--- src/rtl/ovo_dag_svm_scheduler_if.sv ---
// Bundle of the scheduler's sample, MAC-control and winner signals between the
// scheduler (master) and the surrounding datapath/consumers (slave).
interface ovo_dag_svm_scheduler_if #(
    parameter int N_CLASSES  = 3,
    parameter int N_FEATURES = 21
) ();
    localparam int N_PAIRS = N_CLASSES * (N_CLASSES - 1) / 2;
    localparam int PAIR_W  = ($clog2(N_PAIRS) < 1) ? 1 : $clog2(N_PAIRS);
    localparam int FEAT_W  = ($clog2(N_FEATURES) < 1) ? 1 : $clog2(N_FEATURES);
    localparam int CLS_W   = ($clog2(N_CLASSES) < 1) ? 1 : $clog2(N_CLASSES);

    // Handshakes: a transfer happens on a rising clk edge where valid and ready
    // are both high; valid never depends on ready, and a raised out_valid holds
    // winner stable until it is taken.
    logic              flush;
    logic              in_valid;
    logic              in_ready;
    logic [PAIR_W-1:0] pair_idx;
    logic [FEAT_W-1:0] feat_idx;
    logic              mac_clr;
    logic              mac_en;
    logic              dec_cls;
    logic              out_valid;
    logic              out_ready;
    logic [CLS_W-1:0]  winner;
    logic              busy;
    logic [2:0]        dbg_state;

    modport master (
        input  flush, in_valid, dec_cls, out_ready,
        output in_ready, pair_idx, feat_idx, mac_clr, mac_en,
               out_valid, winner, busy, dbg_state
    );

    modport slave (
        output flush, in_valid, dec_cls, out_ready,
        input  in_ready, pair_idx, feat_idx, mac_clr, mac_en,
               out_valid, winner, busy, dbg_state
    );
endinterface

--- src/rtl/ovo_dag_svm_scheduler.sv ---
// Decision-DAG sequencer for a shared one-vs-one SVM MAC: narrows the candidate
// range [lo,hi] by one class per pairwise classifier until a single winner remains.
module ovo_dag_svm_scheduler #(
    parameter int N_CLASSES  = 3,
    parameter int N_FEATURES = 21
) (
    input  logic                      clk,
    input  logic                      rst_n,
    ovo_dag_svm_scheduler_if.master   bus
);
    localparam int N_PAIRS = N_CLASSES * (N_CLASSES - 1) / 2;
    localparam int PAIR_W  = ($clog2(N_PAIRS) < 1) ? 1 : $clog2(N_PAIRS);
    localparam int FEAT_W  = ($clog2(N_FEATURES) < 1) ? 1 : $clog2(N_FEATURES);
    localparam int CLS_W   = ($clog2(N_CLASSES) < 1) ? 1 : $clog2(N_CLASSES);

    localparam logic [2:0] S_IDLE   = 3'd0;
    localparam logic [2:0] S_CLEAR  = 3'd1;
    localparam logic [2:0] S_ACCUM  = 3'd2;
    localparam logic [2:0] S_DECIDE = 3'd3;
    localparam logic [2:0] S_DONE   = 3'd4;

    localparam logic [FEAT_W-1:0] FEAT_LAST = FEAT_W'(N_FEATURES - 1);
    localparam logic [CLS_W-1:0]  CLS_LAST  = CLS_W'(N_CLASSES - 1);

    logic [2:0]        state;
    logic [CLS_W-1:0]  lo;
    logic [CLS_W-1:0]  hi;
    logic [CLS_W-1:0]  lo_dec;
    logic [CLS_W-1:0]  hi_dec;
    logic [CLS_W-1:0]  winner_q;
    logic [FEAT_W-1:0] feat_q;
    int                pair_calc;

    // Candidate range after applying this cycle's pairwise decision.
    always_comb begin
        lo_dec = lo;
        hi_dec = hi;
        if (bus.dec_cls) lo_dec = lo + CLS_W'(1);
        else             hi_dec = hi - CLS_W'(1);
    end

    // Lexicographic index of classifier (lo,hi); forced to 0 while idle so the
    // reset value holds and a stale range from the last sample is never shown.
    always_comb begin
        pair_calc = (int'(lo) * (2 * N_CLASSES - int'(lo) - 1)) / 2
                  + (int'(hi) - int'(lo) - 1);
        bus.pair_idx = (state == S_IDLE) ? '0 : PAIR_W'(pair_calc);
    end

    always_ff @(posedge clk or negedge rst_n) begin
        if (!rst_n) begin
            state    <= S_IDLE;
            lo       <= '0;
            hi       <= CLS_LAST;
            feat_q   <= '0;
            winner_q <= '0;
        end else if (bus.flush) begin
            state  <= S_IDLE;
            feat_q <= '0;
        end else begin
            case (state)
                S_IDLE: begin
                    if (bus.in_valid) begin
                        lo    <= '0;
                        hi    <= CLS_LAST;
                        state <= S_CLEAR;
                    end
                end
                S_CLEAR: begin
                    feat_q <= '0;
                    state  <= S_ACCUM;
                end
                S_ACCUM: begin
                    if (feat_q == FEAT_LAST) begin
                        feat_q <= '0;
                        state  <= S_DECIDE;
                    end else begin
                        feat_q <= feat_q + FEAT_W'(1);
                    end
                end
                S_DECIDE: begin
                    // The final pair is left in lo/hi so pair_idx stays meaningful in DONE.
                    if (lo_dec == hi_dec) begin
                        winner_q <= lo_dec;
                        state    <= S_DONE;
                    end else begin
                        lo    <= lo_dec;
                        hi    <= hi_dec;
                        state <= S_CLEAR;
                    end
                end
                S_DONE: begin
                    if (bus.out_ready) state <= S_IDLE;
                end
                default: state <= S_IDLE;
            endcase
        end
    end

    assign bus.in_ready  = (state == S_IDLE);
    assign bus.busy      = (state != S_IDLE);
    assign bus.mac_clr   = (state == S_CLEAR);
    assign bus.mac_en    = (state == S_ACCUM);
    assign bus.out_valid = (state == S_DONE);
    assign bus.feat_idx  = feat_q;
    assign bus.winner    = winner_q;
    assign bus.dbg_state = state;
endmodule

--- src/flat_wrapper.sv ---
// flat-port wrapper written by rule: the top's interface ports become plain ports
module ovo_dag_svm_scheduler_flat 
#(
    parameter int N_CLASSES  = 3,
    parameter int N_FEATURES = 21
)
  (clk, rst_n, bus_flush, bus_in_valid, bus_dec_cls, bus_out_ready, bus_in_ready, bus_pair_idx, bus_feat_idx, bus_mac_clr, bus_mac_en, bus_out_valid, bus_winner, bus_busy, bus_dbg_state);
  ovo_dag_svm_scheduler_if #(.N_CLASSES(N_CLASSES), .N_FEATURES(N_FEATURES)) bus_i ();
  input  logic clk;
  input  logic rst_n;
  input wire logic [$bits(bus_i.flush)-1:0] bus_flush;
  input wire logic [$bits(bus_i.in_valid)-1:0] bus_in_valid;
  input wire logic [$bits(bus_i.dec_cls)-1:0] bus_dec_cls;
  input wire logic [$bits(bus_i.out_ready)-1:0] bus_out_ready;
  output wire logic [$bits(bus_i.in_ready)-1:0] bus_in_ready;
  output wire logic [$bits(bus_i.pair_idx)-1:0] bus_pair_idx;
  output wire logic [$bits(bus_i.feat_idx)-1:0] bus_feat_idx;
  output wire logic [$bits(bus_i.mac_clr)-1:0] bus_mac_clr;
  output wire logic [$bits(bus_i.mac_en)-1:0] bus_mac_en;
  output wire logic [$bits(bus_i.out_valid)-1:0] bus_out_valid;
  output wire logic [$bits(bus_i.winner)-1:0] bus_winner;
  output wire logic [$bits(bus_i.busy)-1:0] bus_busy;
  output wire logic [$bits(bus_i.dbg_state)-1:0] bus_dbg_state;
  assign bus_i.flush = bus_flush;
  assign bus_i.in_valid = bus_in_valid;
  assign bus_i.dec_cls = bus_dec_cls;
  assign bus_i.out_ready = bus_out_ready;
  assign bus_in_ready = bus_i.in_ready;
  assign bus_pair_idx = bus_i.pair_idx;
  assign bus_feat_idx = bus_i.feat_idx;
  assign bus_mac_clr = bus_i.mac_clr;
  assign bus_mac_en = bus_i.mac_en;
  assign bus_out_valid = bus_i.out_valid;
  assign bus_winner = bus_i.winner;
  assign bus_busy = bus_i.busy;
  assign bus_dbg_state = bus_i.dbg_state;
  ovo_dag_svm_scheduler #(.N_CLASSES(N_CLASSES), .N_FEATURES(N_FEATURES)) u_core (.clk(clk), .rst_n(rst_n), .bus(bus_i));
endmodule
--- config.mk ---
export PLATFORM = sky130hd
export DESIGN_NAME = ovo_dag_svm_scheduler_flat
export DESIGN_NICKNAME = d
export VERILOG_FILES = /design/src/rtl/ovo_dag_svm_scheduler_if.sv /design/src/rtl/ovo_dag_svm_scheduler.sv /design/src/flat_wrapper.sv
export SDC_FILE = /design/constraint.sdc
export NUM_CORES = 1
export LEC_CHECK = 0
export ABC_CLOCK_PERIOD_IN_PS = 2910
export CORE_MARGIN = 3
export CORE_UTILIZATION = 58
export DETAILED_ROUTE_END_ITERATION = 12
export DONT_BUFFER_PORTS = 1
export HOLD_SLACK_MARGIN = 0.02
export MAX_ROUTING_LAYER = met4
export PLACE_DENSITY_LB_ADDON = 0.08
export SYNTH_ARGS = -nofsm -noshare
export SYNTH_HDL_FRONTEND = slang
export SYNTH_SLANG_ARGS = --single-unit
--- constraint.sdc ---
create_clock -name clk -period 2.91 [get_ports clk]
set_clock_uncertainty 0.1 [all_clocks]
set_input_delay 0.7275 -clock clk [delete_from_list [all_inputs] [get_ports clk]]
set_output_delay 0.7275 -clock clk [all_outputs]
set_load 0.05 [all_outputs]
==> impl_metrics.ini <==
[logic_synthesis]
synth-xor-area-share_pct = 7.44
yosys-top-cells-count = dfrtp_1, inv_1, a21oi_1, ha_1, nor2_1
synthAdderAreaFrac_pct = 7.78
synth_nets = 134
synth_enable_flop_cells = 0
synth_area_mm2 = 0.00113
seq_area_frac_synth_pct = 31.2
synth_ff_type = dfrtp_1
yosysWarnings = 0
synth.most_common_cell = dfrtp_1
ys_top_cells_by_area = dfrtp_1, ha_1, a21oi_1, xnor2_1, inv_1
synth_cell_types = 50
synth-simple-area-share_pct = 23.9
synth_seq_cells = 14
async_flop_share_pct = 100
syn_inst = 121
synth_area_leader_cell = dfrtp_1
synth_compound_area_share_pct = 19.1
synth_top_family_by_area = simple AND/OR/NAND/NOR gates
synth.mux.area_fraction_pct = 3.78
netlist.area_leader.share_pct = 28.9
syn_avg_cell_area_um2 = 9.31

[global_route]
grt_pass1_vias = 934
antenna_found_initial = 0
gr-total-overflow = 0
grt_pass1_wl_mm = 4.28
gr-usage-all-layers_pct = 23.0
grt_max_degree = 17

[detailed_routing]
drt-total-wl_mm = 2.48
ant_nets = 0
vias = 966
viasPerCell = 6.15
dr.pass1.iters = 4
route.detailed.drc = 0
wl_per_cell_um = 15.8
drt-initial-drc-count = 31

[critical_path]
slowest_delay_ns = 0.42
reg2reg_to = u_core.bus.winner[1]$_DFFE_PN0P_
critPathArrivalTime_ns = 1.98
start_kind = register
crit_type = register to output pin
cp-end-kind = output pin
crit_buf_inv = 2
reg2reg_from = u_core.hi[0]$_DFFE_PN0P_
cp_top_family = flip-flops
crit_chain = inv_1 > ha_1 > or2_2 > ha_1 > xnor2_1 > xnor2_1 > nor2_1 > buf_4
rr_worst_depth = 5
critPathMaxFanout = 5
reg2reg_setup_slack_ns = 0.58
crit_slowest_cell = dfrtp_2
crit_required_ns = 2.08

[cts]
cts_tree = built
post-cts-setup-buffers = 0
clock_latency_ns = 0.28
clock-sinks = 14
cts_root_buffer = clkbuf_4
cts.path.max_buffers = 2
clkTransAtPathRegs_ns = 0.08
htree_levels = 1
cts_buffers = 3

[sta]
setup-tns-final_ns = 0
min_period_ns = 2.81
worst_pin_slew_ns = 0.578
hold_viol = 0
fmax_ghz = 0.356
min_period_over_period_pct = 96.5
setup_viol = 0
slew_headroom_pct = 61.5
worst_hold_slack_ns = 0.0393
drv_slew = 0
worst_slack_ns = 0.102
rsz0062_at_grt = no

[layout]
drive_gt1_share_pct = 18.9
diodes = 0
layout.nets = 146
area_growth_pct = 11.7
design_area_mm2 = 0.00126
fin_util_pct = 70.5

[pwr]
peakVddDrop_mv = 0.380
power.leakage_nw = 0.569
power.density_mw_per_mm2 = 476

[placed_design]
dpl-instance-area_mm2 = 0.00122
hpwlAfterDp_mm = 1.88
dp_slack_ns = 0.335
port_buffers = 0
gp_congestion = 0.828

[floorplan]
initial_core_util_pct = 63.2
rows = 15
pin_count = 23
core_mm2 = 0.00178
die_h_um = 50.1
die_w_um = 50.1
die-area_mm2 = 0.00251

[run]
max_cap_violations = 0

[hold_path]
hold_path_class = input port to asynchronous set/reset pin

[run_status]
status = completed
[worst max-delay path by stage]
stage	start	to	cells past startpoint
6_report	u_core.lo[0]$_DFFE_PN0P_	bus_pair_idx[1]	8
5_1_grt	u_core.lo[0]$_DFFE_PN0P_	bus_pair_idx[1]	8
4_1_cts	u_core.lo[0]$_DFFE_PN0P_	bus_pair_idx[1]	8
3_5_place_dp	u_core.lo[0]$_DFFE_PN0P_	bus_pair_idx[1]	8
3_3_place_gp	u_core.lo[0]$_DFFE_PN0P_	bus_pair_idx[1]	8
2_1_floorplan	u_core.lo[0]$_DFFE_PN0P_	bus_pair_idx[1]	7
[logic make-up (layout without fill, tap and decap cells)]
| family | after synthesis | count (layout) |
|---|---|---|
| compound gates | 30 | 30 |
| xor+xnor | 8 | 8 |
| fa+ha+maj | 7 | 7 |
| buf+inv | 16 | 27 |
| flops | 14 | 14 |
| mux | 4 | 4 |
| simple gates | 42 | 42 |
[area by class of cell]
type                    count  area, um2
multi-input cells          91        709
fillers                   139        526
flip-flops and latches     14        353
repair buffers             13        100
inverters                  10       37.5
well taps                  25       31.3
clock buffers               4       26.3
[power by group]
part | switching (mW) | internal, mW | total, mW
registers | 0.0394 | 0.213 | 0.253
clock network | 0.0639 | 0.0531 | 0.117
logic | 0.139 | 0.0894 | 0.229
total | 0.243 | 0.356 | 0.598
[sequential cells by signal, indices dropped and copies added, names as in the netlist]
register / flops
u_core.hi: 2
u_core.bus.feat_idx: 5
u_core.bus.dbg_state: 3
u_core.lo: 2
u_core.bus.winner: 2
[through the flow]
step / total power [mW] / instances
2_1_floorplan: 0.437 / 121
3_3_place_gp: 0.476 / 152
3_5_place_dp: 0.481 / 152
4_1_cts: 0.599 / 156
5_1_grt: 0.631 / 157
6_report: 0.598 / 157
[routing by layer]
layer / share of wire [%] / track usage, % / vias up
met4: 1.8 / 9.22 / 0
met5: 0 / - / -
met3: 6.2 / 5.74 / 5
met1: 46 / 28.0 / 462
met2: 46 / 36.3 / 39
li1: - / - / 460
[timing repair]
item	in CTS	in global routing
hold endpoints to repair	0	7
setup endpoints to repair	0	1
hold buffers	0	1
gates resized for setup	0	1
[placed cells by master, fill, tap and decap left out, types with 2 or more instances in the layout]
cell type and n:
o21bai_1 3, nand3_1 2, mux2i_1 2, o21ai_1 2, and2_1 2, nor2b_1 2, o21ai_0 5, nor2_1 7
inv_1 9, nand2_1 3, ha_1 7, xor2_1 3, xnor2_1 4, or3_1 4, a21oi_1 8, buf_4 12
nand4_1 2, or2_2 2, dfrtp_1 12, mux2_1 2, a31oi_1 2, nand2b_1 5, clkbuf_4 3
[worst register-to-register path: stages, from the launching register on]
cell	delay, ns
dfrtp_1	0.47
ha_1	0.41
nor4bb_1	0.32
a31oi_1	0.17
a311oi_4	0.40
mux2_1	0.36
Power figures use the tool's default switching activity.
